[src/rtl/chain_pkg.sv]
// chain_pkg: shared state encoding and sizing for the shift-chain driver.
// The default chain length is defined here unless it was already supplied
// on the build command line; it also serves as the word width.
`ifndef DATA_LEN
`define DATA_LEN 8
`endif

package chain_pkg;

  typedef enum logic [1:0] {
    IDLE   = 2'd0,
    SHIFT  = 2'd1,
    UPDATE = 2'd2,
    DONE   = 2'd3
  } chain_state_t;

  localparam int CHAIN_CNT_W = $clog2(`DATA_LEN);

endpackage

[src/rtl/chain_bit_counter.sv]
// chain_bit_counter: counts shift cycles; term_o flags the last shift (DATA_LEN-1).
// Latency: term_o is combinational from the registered count.
// Backpressure: none; clear has priority over increment, and the count never wraps within a transfer.
// Ports: clk_i/reset_i (sync, active-high), clr_i, inc_i, term_o.
module chain_bit_counter
  import chain_pkg::*;
#(
  parameter int DATA_LEN = `DATA_LEN,
  parameter int CNT_W    = CHAIN_CNT_W
) (
  input  logic clk_i,
  input  logic reset_i,
  input  logic clr_i,
  input  logic inc_i,
  output logic term_o
);

  localparam logic [CNT_W-1:0] TERM = CNT_W'(DATA_LEN - 1);

  logic [CNT_W-1:0] cnt_q, cnt_d;

  always_comb begin
    cnt_d = cnt_q;
    if (clr_i) begin
      cnt_d = '0;
    end else if (inc_i) begin
      cnt_d = cnt_q + CNT_W'(1);
    end
  end

  always_ff @(posedge clk_i) begin
    if (reset_i) begin
      cnt_q <= '0;
    end else begin
      cnt_q <= cnt_d;
    end
  end

  assign term_o = (cnt_q == TERM);

endmodule

[src/rtl/chain_driver.sv]
// chain_driver: serialises a parallel word LSB-first into a register shift chain and captures the returning bits.
// Latency: handshake edge -> first shift 1 cycle, -> chain_update DATA_LEN+1 cycles, rd_valid one cycle after that.
// Backpressure: in_ready is high only in IDLE; in_valid in any other state is ignored.
// Ports: clk, reset (sync, active-high); in_data/in_valid/in_ready word input;
//        chain_data_out/chain_enable/chain_update/chain_data_in chain side;
//        rd_data/rd_valid readback; busy; rd_mismatch loopback check.
// Optional macro CHAIN_VERIFY_EN: compare each readback with the word written one transfer earlier.
module chain_driver
  import chain_pkg::*;
#(
  parameter int DATA_LEN = `DATA_LEN,
  parameter int CNT_W    = $clog2(DATA_LEN)
) (
  input  logic                clk,
  input  logic                reset,
  input  logic [DATA_LEN-1:0] in_data,
  input  logic                in_valid,
  output logic                in_ready,
  output logic                chain_data_out,
  output logic                chain_enable,
  output logic                chain_update,
  input  logic                chain_data_in,
  output logic [DATA_LEN-1:0] rd_data,
  output logic                rd_valid,
  output logic                busy,
  output logic                rd_mismatch
);

  chain_state_t        state_q, state_d;
  logic [DATA_LEN-1:0] shift_q, shift_d;
  logic [DATA_LEN-1:0] rb_q, rb_d;
  logic [DATA_LEN-1:0] rd_data_q, rd_data_d;
  logic                cnt_clr, cnt_inc, cnt_term;

  chain_bit_counter #(
    .DATA_LEN(DATA_LEN),
    .CNT_W   (CNT_W)
  ) u_cnt (
    .clk_i  (clk),
    .reset_i(reset),
    .clr_i  (cnt_clr),
    .inc_i  (cnt_inc),
    .term_o (cnt_term)
  );

  always_comb begin
    state_d   = state_q;
    shift_d   = shift_q;
    rb_d      = rb_q;
    rd_data_d = rd_data_q;
    cnt_clr   = 1'b0;
    cnt_inc   = 1'b0;
    case (state_q)
      IDLE: begin
        if (in_valid) begin
          shift_d = in_data;
          cnt_clr = 1'b1;
          state_d = SHIFT;
        end
      end
      SHIFT: begin
        // Outgoing bit leaves from bit 0; the returning bit enters at the top so
        // the first bit back ends up in bit 0 after DATA_LEN shifts.
        shift_d = {1'b0, shift_q[DATA_LEN-1:1]};
        rb_d    = {chain_data_in, rb_q[DATA_LEN-1:1]};
        cnt_inc = 1'b1;
        if (cnt_term) begin
          state_d = UPDATE;
        end
      end
      UPDATE: begin
        rd_data_d = rb_q;
        state_d   = DONE;
      end
      DONE: begin
        state_d = IDLE;
      end
      default: begin
        state_d = IDLE;
      end
    endcase
  end

  always_ff @(posedge clk) begin
    if (reset) begin
      state_q   <= IDLE;
      shift_q   <= '0;
      rb_q      <= '0;
      rd_data_q <= '0;
    end else begin
      state_q   <= state_d;
      shift_q   <= shift_d;
      rb_q      <= rb_d;
      rd_data_q <= rd_data_d;
    end
  end

  // All strobes decode directly from the state register, so enable and update
  // are mutually exclusive by construction.
  assign in_ready       = (state_q == IDLE);
  assign busy           = (state_q != IDLE);
  assign chain_enable   = (state_q == SHIFT);
  assign chain_data_out = (state_q == SHIFT) & shift_q[0];
  assign chain_update   = (state_q == UPDATE);
  assign rd_valid       = (state_q == DONE);
  assign rd_data        = rd_data_q;

`ifdef CHAIN_VERIFY_EN
  logic [DATA_LEN-1:0] word_q;
  logic [DATA_LEN-1:0] last_q;
  logic                have_prev_q;
  logic                mism_q;

  always_ff @(posedge clk) begin
    if (reset) begin
      word_q      <= '0;
      last_q      <= '0;
      have_prev_q <= 1'b0;
      mism_q      <= 1'b0;
    end else begin
      if ((state_q == IDLE) && in_valid) begin
        word_q <= in_data;
      end
      if (state_q == UPDATE) begin
        // The chain returns what was written one transfer ago; with no
        // earlier write since reset there is nothing to compare against.
        mism_q      <= have_prev_q && (rb_q != last_q);
        last_q      <= word_q;
        have_prev_q <= 1'b1;
      end
    end
  end

  assign rd_mismatch = mism_q;
`else
  assign rd_mismatch = 1'b0;
`endif

endmodule

[config.mk]
export PLATFORM = sky130hd
export DESIGN_NAME = chain_driver
export DESIGN_NICKNAME = d
export VERILOG_FILES = /design/src/rtl/chain_pkg.sv /design/src/rtl/chain_bit_counter.sv /design/src/rtl/chain_driver.sv
export SDC_FILE = /design/constraint.sdc
export NUM_CORES = 1
export LEC_CHECK = 0
export CORE_UTILIZATION = 53
export CTS_BUF_LIST = sky130_fd_sc_hd__clkbuf_4 sky130_fd_sc_hd__clkbuf_8 sky130_fd_sc_hd__clkbuf_16
export CTS_CLUSTER_SIZE = 30
export DETAILED_ROUTE_END_ITERATION = 16
export PLACE_DENSITY = 0.8
export SYNTH_ARGS = -nofsm -noshare
export SYNTH_HDL_FRONTEND = slang
export SYNTH_SLANG_ARGS = --single-unit
export TNS_END_PERCENT = 100
[constraint.sdc]
create_clock -name clk -period 2.43 [get_ports clk]
set_clock_uncertainty 0.15 [all_clocks]
set_input_delay 0.729 -clock clk [delete_from_list [all_inputs] [get_ports clk]]
set_output_delay 0.729 -clock clk [all_outputs]
set_load 0.005 [all_outputs]
# Word-level counts from Yosys, hierarchy flattened
# Cells that the tools add are included.
# totals
ff_bits,29
latch_bits,0
ram_bits,0
mem_bits_ro,0
in_bits,12
wordCells,27
n_memories,0
# classes
addsub,1
n_mul,0
div_mod_pow,0
magnitude_cmp,0
n_eq_ne,6
shifts,0
muxes,8
bitwise_logic,1
reduce_logical,6
# ops
op,count
8-bit one-hot mux with 2 select lines,1
8-bit 2-to-1 mux,1
2-bit one-hot mux with 4 select lines,1
"2-bit == test, second input constant",2
2-bit 2-to-1 mux,2
2-bit AND reduction,2
2-bit nonzero test,2
"3-bit by 1-bit adder with 3-bit output, second input constant",1
"3-bit == test, second input constant",1
1-bit 2-to-1 mux,3
"2-bit by 1-bit == test with 1-bit output, second input constant",1
2-bit logical NOT,1
"2-bit by 1-bit != test with 1-bit output, second input constant",1
"2-bit != test, second input constant",1
2-bit OR reduction,1
1-bit bitwise AND,1

# Longest topological paths before layout
# Gate-level depths: netlist (run 1).
# depth
word_depth,3
ltp_mapped,6

# Cells and area by module
# A second synthesis (run 1) with hierarchy kept.
# hier_totals
hier_cells,122
area_unflattened_um2,1297.5
# by_module_without_submodules
module,instances,cells_per_inst,area_each_um2
chain_driver,1,111,1163.6
chain_bit_counter,1,11,133.9

# Worst setup path before layout (run 1)
# Ideal clock, no wire load.
# synth_timing
kind,register to output
start,register state_q[1]
end,output port chain_data_out
arrival_time_ns,1.131
required_ns,1.551
setup_slack_ns,0.420
path_stages_with_launch,6
n_path_buf,2
cell_sequence,dfxtp_1 > inv_1 > ha_1 > buf_6 > buf_6 > and2_1
# synth_via
elab_chain_len,2
# synth_rtl
element,line_no,source
"start, declared",chain_driver.sv:29,"chain_state_t state_q, state_d;"
"start signal, assigned",chain_driver.sv:91,state_q <= state_d;
2-bit by 1-bit == test with 1-bit output,n/a,
net chain_enable,chain_driver.sv:20,"output logic chain_enable,"
1-bit bitwise AND,chain_driver.sv:103,assign chain_data_out = (state_q == SHIFT) & shift_q[0];
"end, declared",chain_driver.sv:19,"output logic chain_data_out,"
# The timed path passes the listed nets, and every way through them passes these cells.

# Final worst setup path (run 1)
# layout_timing
start,register state_q[0]
end,output port busy
# layout_via
elab_chain_len,1
# layout_rtl
element,line_no,source
2-bit nonzero test,chain_driver.sv:101,assign busy = (state_q != IDLE);
"end, declared",chain_driver.sv:25,"output logic busy,"
# Every way passes these cells.

==> results of run 1 <==
-- registers in the layout (all words and copies together) (netlist names) --
name and cells:
shift_q 8, rd_data 8, u_cnt.cnt_q 3, rb_q 8, state_q 2
-- metal layers --
layer / track usage / vias to the layer above / part of all wire
met5: 0 / - / 0
met1: 0.214 / 408 / 0.44
met4: 0.122 / 0 / 0.015
met3: 0.0731 / 6 / 0.068
met2: 0.310 / 21 / 0.48
li1: - / 467 / -
-- cells in the final DEF (no fill, tap or decap), types with 2 or more instances in the layout --
cell,n
mux2i_1,26
buf_4,4
clkbuf_4,6
nor2_2,3
nor2_1,25
clkdlybuf4s50_1,24
a21oi_1,2
dfxtp_1,27
ha_1,4
a211oi_2,7
a21o_1,2
ha_4,2
dfxtp_4,2
-- logic make-up (layout without fill, tap and decap cells) --
group                    count (synthesis)  in the layout  share of synthesized area
other                                    1              1                    0.00288
adder cells (fa/ha/maj)                  7              7                     0.0674
multiplexers                            27             27                      0.212
flip-flops                              29             29                      0.447
buffers and inverters                   11             40                     0.0616
XOR/XNOR                                 1              1                    0.00674
AO/OA/AOI/OAI                           12             12                     0.0924
AND/OR/NAND/NOR                         33             33                      0.111
-- area by class of cell --
class | count | area (sq um)
Tap cell | 28 | 35.0
Timing Repair Buffer | 29 | 283
Sequential cell | 29 | 588
Clock buffer | 7 | 58.8
Inverter | 3 | 13.8
Clock inverter | 1 | 30.0
Multi-Input combinational cell | 81 | 667
Fill cell | 171 | 579
-- power by group through the flow --
stage	Combinational [mW]	Clock, mW	Sequential (mW)
global placement	0.649	0	0.620
CTS	0.674	0.431	0.619
finish	0.710	0.419	0.629
floorplan	0.550	0	0.611
detailed placement	0.665	0	0.625
global route	0.773	0.452	0.638
-- repair_timing --
item	CTS	global route
endpoints found under the setup margin	3	3
gates resized for setup	5	8
hold endpoints to repair	0	0
setup buffers	0	1
-- worst reg2reg max path, cell delays in order, from the launching register on --
cell and delay (ns):
dfxtp_4 0.37, buf_4 0.12, ha_4 0.13, buf_4 0.32, mux2_4 0.36, mux2i_1 0.23
nor2_1 0.06
-- through the flow --
step	setup slack, ns	TNS [ns]	std cells
finish	0.0636	0	178
global route	-0.00288	-0.00288	178
detailed placement	0.307	0	169
floorplan	0.420	0	121
CTS	-0.0160	-0.0160	177
global placement	0.343	0	169
-- worst paths after layout --
kind	slack (ns)	start	endpoint	depth (start not counted)
max reg2reg	0.59	state_q[0]	shift_q[7]	6
min	0.36	rd_data[4]	rd_data[4]	2
max	0.06	state_q[0]	busy	4
min reg2reg	0.36	rd_data[4]	rd_data[4]	2
==> flow_summary.yaml, run 1 <==
power:
  power_density_mw_per_mm2: 1050
  seqPwrFrac: 0.358
  p_clk_frac: 0.239
  combPwrFrac: 0.404
  power.static_leakage_nw: 0.665
  p_int_mw: 1.18
  peakVddDrop_uv: 746
  swShare: 0.326
  switchingPower_mw: 0.574
  total_power_mw: 1.76
route:
  first_iter_violations: 9
  vias: 902
  remaining_drc_errors: 0
  routed_via_density: 5.07
  wl_per_cell_um: 12.9
  drt.antenna.violating_nets: 0
  drt-total-wl_um: 2290
  firstDrtPassIters: 4
setup_path:
  cp.required_ns: 1.55
  worstSetupPathType: "reg -> out"
  crit_fanout: 4
  crit_chain: "inv_2, ha_2, inv_1, clkdlybuf4s50_1"
  cp-start-kind: "flop"
  arrival_ns: 1.49
  slowest_stage: "clkdlybuf4s50_1"
  crit_family: "buffers and inverters"
  slowest_delay_ns: 0.49
  critPathBufInv: 3
  end_kind: "output port"
sta:
  finalHoldViolCount: 0
  clock.fmax_mhz: 423
  finalCritPeriodShare: 0.974
  fin_crit_ns: 2.37
  hold-worst-slack_ns: 0.358
  setup_viol: 0
  drv_slew: 0
synth:
  synth_edf_count: 0
  ys_seq_area_frac: 0.447
  yosysMostFrequentCell: "dfxtp_1"
  synth.net_count: 140
  synth_cell_type_count: 23
  synthCells: 121
  synthTopCellsByCount: "dfxtp_1 (29), mux2i_1 (26), nor2_1 (25)"
  syn-cell-area_sq_mm: 0.00130
  syn_avg_cell_area_sq_um: 10.7
  yosys_warnings: 0
  yosys.area.top_type: "dfxtp_1"
  synthFlopType: "dfxtp_1"
  synth_top_area_frac: 0.447
  synth-seq-cells: 29
  synthArstFlopShare: 0
  ys_top_cells_by_area: "dfxtp_1 (45%), mux2i_1 (20%), nor2_1 (7.2%), a211oi_2 (6.7%), ha_1 (6.7%)"
global_route:
  grt_max_degree: 27
  track_usage: 0.193
  grt_pass1_vias: 853
  antenna_found_initial: 0
  grt_pass1_wl_um: 3610
  grt_overflow: 0
job:
  maxCapViolations: 0
die:
  die-area_sq_mm: 0.00265
  core-area_sq_mm: 0.00225
  rows: 17
  io-pin-count: 27
  initial_utilization: 0.577
  die_y_um: 51.5
  die_x_um: 51.5
hold_path:
  min_path_type: "reg -> reg"
layout:
  synthToLayoutAreaGrowth_pct: 28.9
  drive_above_1_share: 0.200
  nets: 168
  utilization: 0.743
  antenna_cells: 0
  final_area_sq_mm: 0.00168
place:
  place_area_sq_mm: 0.00154
  place_congestion: 0.698
  port_buffers: 25
  hpwlAfterDp_um: 1470
clock_tree:
  cts_sinks: 29
  clock_path_buffers: 2
  clk_pin_slew_ns: 0.09
  ctsRootBufferMaster: "clkbuf_4"
  cts_buffers: 5
  cts_tree: "done"
  htreeDepth: 2
  clkLatencyLatePin_ns: 0.33
  cts_hold_buffers: 0
status:
  outcome: "complete, no violations"
Note: power is estimated with default switching activity, not from simulation.
==> inputs of run 2 (changes only) <==
Settings changed: CORE_MARGIN set to 3.
==> run 2 against run 1 <==
Against the previous run: clock power fell by 33%; highest routed layer unchanged; critical path type unchanged; via count up 2.0%; maximum frequency is 0.47% higher; routed wire length up 7.6%; non-clock buffer count rose by 4; sequential power down 0.6%; hold slack worse by 0.0056 ns.
==> flow_summary.yaml, run 2 (synthesis gave the netlist of run 1 again) <==
setup_path:
  worstSetupPathType: "reg -> out"
  end_kind: "output port"
  crit_fanout: 4
  cp.required_ns: 1.55
  arrival_ns: 1.48
  cp-start-kind: "flop"
route:
  first_iter_violations: 15
  firstDrtPassIters: 3
  routed_via_density: 5.05
  drt.antenna.violating_nets: 0
  remaining_drc_errors: 0
  drt-total-wl_um: 2470
  vias: 920
  wl_per_cell_um: 13.6
clock_tree:
  cts_sinks: 29
  clkLatencyLatePin_ns: 0.33
  ctsRootBufferMaster: "clkbuf_4"
  cts_tree: "done"
  clk_pin_slew_ns: 0.10
  htreeDepth: 2
  cts_buffers: 5
  clock_path_buffers: 2
die:
  die-area_sq_mm: 0.00308
  core-area_sq_mm: 0.00228
  io-pin-count: 27
  initial_utilization: 0.571
  die_y_um: 55.5
  rows: 17
  die_x_um: 55.5
job:
  maxCapViolations: 0
layout:
  nets: 172
  layout_common_cells: "dfxtp_1 (27), mux2i_1 (26), nor2_1 (25)"
  drive_above_1_share: 0.227
  multi_input_area_sq_um: 679
  final_area_sq_mm: 0.00169
  nFillCells: 153
  seq_area_sq_um: 586
  utilization: 0.743
  final_common_cell: "dfxtp_1"
  antenna_cells: 0
  synthToLayoutAreaGrowth_pct: 30.0
place:
  port_buffers: 25
  place_area_sq_mm: 0.00155
  place_congestion: 0.702
  hpwlAfterDp_um: 1680
  pre_cts_ws_ns: 0.283
status:
  outcome: "complete, no violations"
power:
  total_power_mw: 1.67
  power_density_mw_per_mm2: 990
  power.static_leakage_nw: 0.683
  peakVddDrop_uv: 815
sta:
  fin_ws_ns: 0.0747
  setup_viol: 0
  fin_crit_ns: 2.36
  rsz0062_at_grt: "no"
  clock.fmax_mhz: 425
  drv_slew: 0
  finalHoldViolCount: 0
  finalCritPeriodShare: 0.969
global_route:
  grt_pass1_wl_um: 4170
  grtUsageMet3: 0.0958
  track_usage: 0.173
  grtUsageMet2: 0.269
  grt_use_met1: 0.205
  antenna_found_initial: 0
  grt_max_degree: 16
  grt_busiest_layer: "met2"
  grt_pass1_vias: 930
  grt_overflow: 0
hold_path:
  min_path_type: "reg -> reg"
[run 2: repair_timing]
item	in CTS	in global routing
setup endpoints to repair	4	5
setup buffers	0	3
resized for setup	5	11
endpoints found under the hold margin	0	0
hold buffers	0	0
pin swaps	0	1
[run 2: critical path: stages, from the launching register on]
cell             delay (ns)
dfxtp_4                0.38
buf_4                  0.12
ha_4                   0.14
clkdlybuf4s50_1        0.50
[run 2: power by group]
group	internal, mW	leakage [nW]	total, mW	switching (mW)
logic	0.393	0.415	0.767	0.374
registers	0.565	0.237	0.625	0.0605
clock network	0.109	0.0310	0.280	0.171
[run 2: area by class of cell]
type,count,share of cell area
clock buffers,5,0.0222
repair buffers,33,0.188
clock inverters,3,0.0104
flip-flops and latches,29,0.346
well taps,28,0.0207
multi-input cells,81,0.402
inverters,3,0.0104
[run 2: worst paths after layout]
check | startpoint | to | slack, ns | cells after the start
worst min-delay path | rd_data[1] | rd_data[1] | 0.35 | 2
worst min register to register | rd_data[1] | rd_data[1] | 0.35 | 2
worst max-delay path | state_q[0] | chain_enable | 0.07 | 3
worst max register to register | state_q[0] | shift_q[0] | 0.68 | 6
[run 2: through the flow]
step | hold slack [ns] | setup TNS, ns | std cells
4_1_cts | 0.357 | -0.0479 | 179
3_3_place_gp | 0.324 | 0 | 171
3_5_place_dp | 0.335 | 0 | 171
2_1_floorplan | 0.310 | 0 | 121
5_1_grt | 0.390 | 0 | 182
6_report | 0.353 | 0 | 182
[run 2: per-layer routing]
metal	up-vias	routed length (um)
met2	19	1220
met5	-	0
met3	4	151
met1	427	1070
met4	0	24
li1	470	-
==> RTL change, RTL diff (flow settings as in run 2) <==
`DATA_LEN`: 8 -> 32.
--- a/src/rtl/chain_pkg.sv
+++ b/src/rtl/chain_pkg.sv
@@ -2,7 +2,7 @@
 // The default chain length is defined here unless it was already supplied
 // on the build command line; it also serves as the word width.
 `ifndef DATA_LEN
-`define DATA_LEN 8
+`define DATA_LEN 32
 `endif
 
 package chain_pkg;
Ports: changed (resized in_data and rd_data); port bits go from 27 to 75. No check against the original RTL was run, so the function may have changed too.
==> RTL change against run 2 <==
Core utilization down 7.0 points. Sequential cell count rose by 74. Sequential share of layout area up 4.9 points. Area after synthesis increased to 3.3 times the old value. Design area grew to 3.1 times the old value. Synthesized cell count rose to 3.2 times the old value. Wire length grew to 3.1 times the old value. Sequential power grew to 3.3 times the old value. Power rose to 3.0 times the old value. Setup slack got worse by 38 ps. Largest power group is now registers.
==> RTL change: results (changes against run 2) <==
| Metric | Value |
|---|---|
| Status | completed |
| Crit-path max cell delay | 500 ps (about the same) |
| Die width | 95.88 um (+73%) |
| Number of global-route vias before repair | 2882 (+210%) |
| Vias per cell | 5.085 (+0.60%) |
| Critical path arrival | 1510 ps (+30 ps) |
| Leakage | 1.910 nW (+180%) |
| Placer Congestion | 0.7491 (+6.7%) |
| Syn_nets | 435 (+210%) |
| Top post-synthesis cells by area | dfxtp_1 48%, mux2i_1 23%, a211oi_2 9.1%, nor2_1 8.1%, buf_6 1.8% |
| Met3 Use GR | 3.597% (-6.0 points) |
| Top cells by count, synth | 103 x dfxtp_1, 97 x mux2i_1, 92 x nor2_1, 31 x a211oi_2, 10 x buf_2 |
| WL final | 7526 um (+210%) |
| Root Buffer | clkbuf_8 |
| Sw frac | 34.56% (-1.7 points) |
| Seq area share | 39.54% (+4.9 points) |
| Period minus WS final | 2394 ps (+38.42 ps) |
| Worst Hold Class | reg2reg |
| Synth unique cells | 29 (+26%) |
| Area of the multi-input gates | 1991 sq um (+190%) |
| Reg-to-Reg End | shift_q[31] |
| Synth top area share | 48.16% (+3.5 points) |
| Final #Nets | 498 (+190%) |
| DRT iter0 DRCs | 58 (+43) |
| Metal2 WL | 3556 um (+190%) |
| CP top delay family | buffers and inverters |
| #MultiIn Comb | 255 (+210%) |
| CTS clk-pin slew, worst paths | 100 ps (about the same) |
| Area delta synth->final | 22.09% |
| Share of cells above drive strength 1 | 16.05% (-6.7 points) |
| Cell count after placement | 544 (+220%) |
| Wirelength per Cell | 13.37 um (-1.4%) |
| Worst-Skew Late Latency | 360 ps (+30 ps) |
| Input/output buffers | 73 (+190%) |
| Filler Cell Count | 628 (+310%) |
| Met3 wire len | 331 um (+120%) |
| Seq/Total Area, Yosys | 48.16% (+3.5 points) |
| Layout clock area frac | 3.782% (+0.52 points) |
| CTS buffer count | 9 (+4) |
| Hold_sp | rd_data[31] |
| GRT Overall Usage | 17.36% (+0.020 points) |
| Pin count of the biggest net entering global routing | 70 (+54) |
| Wire length on met1 | 3573 um (+230%) |
| Pre-CTS WS | -90.28 ps (-373.8 ps) |
| Hold_ws | 356.5 ps (+3.691 ps) |
| Clock buffer count | 11 (+6) |
| Signal buf overhead | 15.87% (-2.9 points) |
| Placed cell area | 4999 sq um (+220%) |
| Non-CTS buffers | 83 (+150%) |
| Worst VDD drop | 516.9 uV (-37%) |
| Drt first pass iters | 4 (+1) |
| Gate count of the mapped netlist | 393 (+220%) |
| Reg2Reg Setup Slack | 310 ps (-370 ps) |
| Worst Hold End | rd_data[31] |
| Flops & latches, synth | 103 (+260%) |
| First-pass GRT wire length | 12730 um (+200%) |
| Post-DP HPWL | 4816 um (+190%) |
[RTL change: changes by cell type after synthesis, sizes merged, moves of 2 or more]
cell | before | now
dfxtp | 29 | 103
xor2 | 0 | 2
clkbuf | 1 | 8
mux2i | 26 | 97
nor2 | 28 | 101
buf | 7 | 22
a211oi | 8 | 32
[RTL change: how the worst max path moves through the flow]
stage,end,start
after global routing,in_ready,state_q[0]
after CTS,busy,state_q[0]
after global placement,shift_q[31],in_valid
final,in_ready,state_q[0]
after floorplan,chain_data_out,state_q[1]
after detailed placement,shift_q[23],in_valid
[RTL change: timing repair]
| action | 4_1_cts | 5_1_grt |
|---|---|---|
| buffers inserted | 1 | 2 |
| setup endpoints to repair | 5 | 3 |
| resized for setup | 6 | 1 |
| pin swaps | 2 | 0 |
[RTL change: cells by family (layout without fill, tap and decap cells)]
family,after synthesis,after routing,share of synthesized area (%)
AND/OR/NAND/NOR,110,110,10.67
adder cells (fa/ha/maj),6,6,1.753
AO/OA/AOI/OAI,37,37,9.936
multiplexers,98,98,23.03
buffers and inverters,35,103,5.757
other,1,1,0.08758
XOR/XNOR,3,3,0.6138
flip-flops,103,103,48.16
[RTL change: power groups by stage]
| stage | registers, mW | clock network (mW) | logic (mW) |
|---|---|---|---|
| 5_1_grt | 2.13 | 1.14 | 2.01 |
| 3_3_place_gp | 2.12 | 0 | 1.79 |
| 3_5_place_dp | 2.13 | 0 | 1.83 |
| 2_1_floorplan | 2.09 | 0 | 1.63 |
| 4_1_cts | 2.10 | 1.09 | 1.85 |
| 6_report | 2.09 | 1.05 | 1.85 |
[RTL change: worst min-delay path, stage by stage, from the launching register on]
cell and delay (ps):
dfxtp_1 340, mux2i_1 70, nor2_1 70
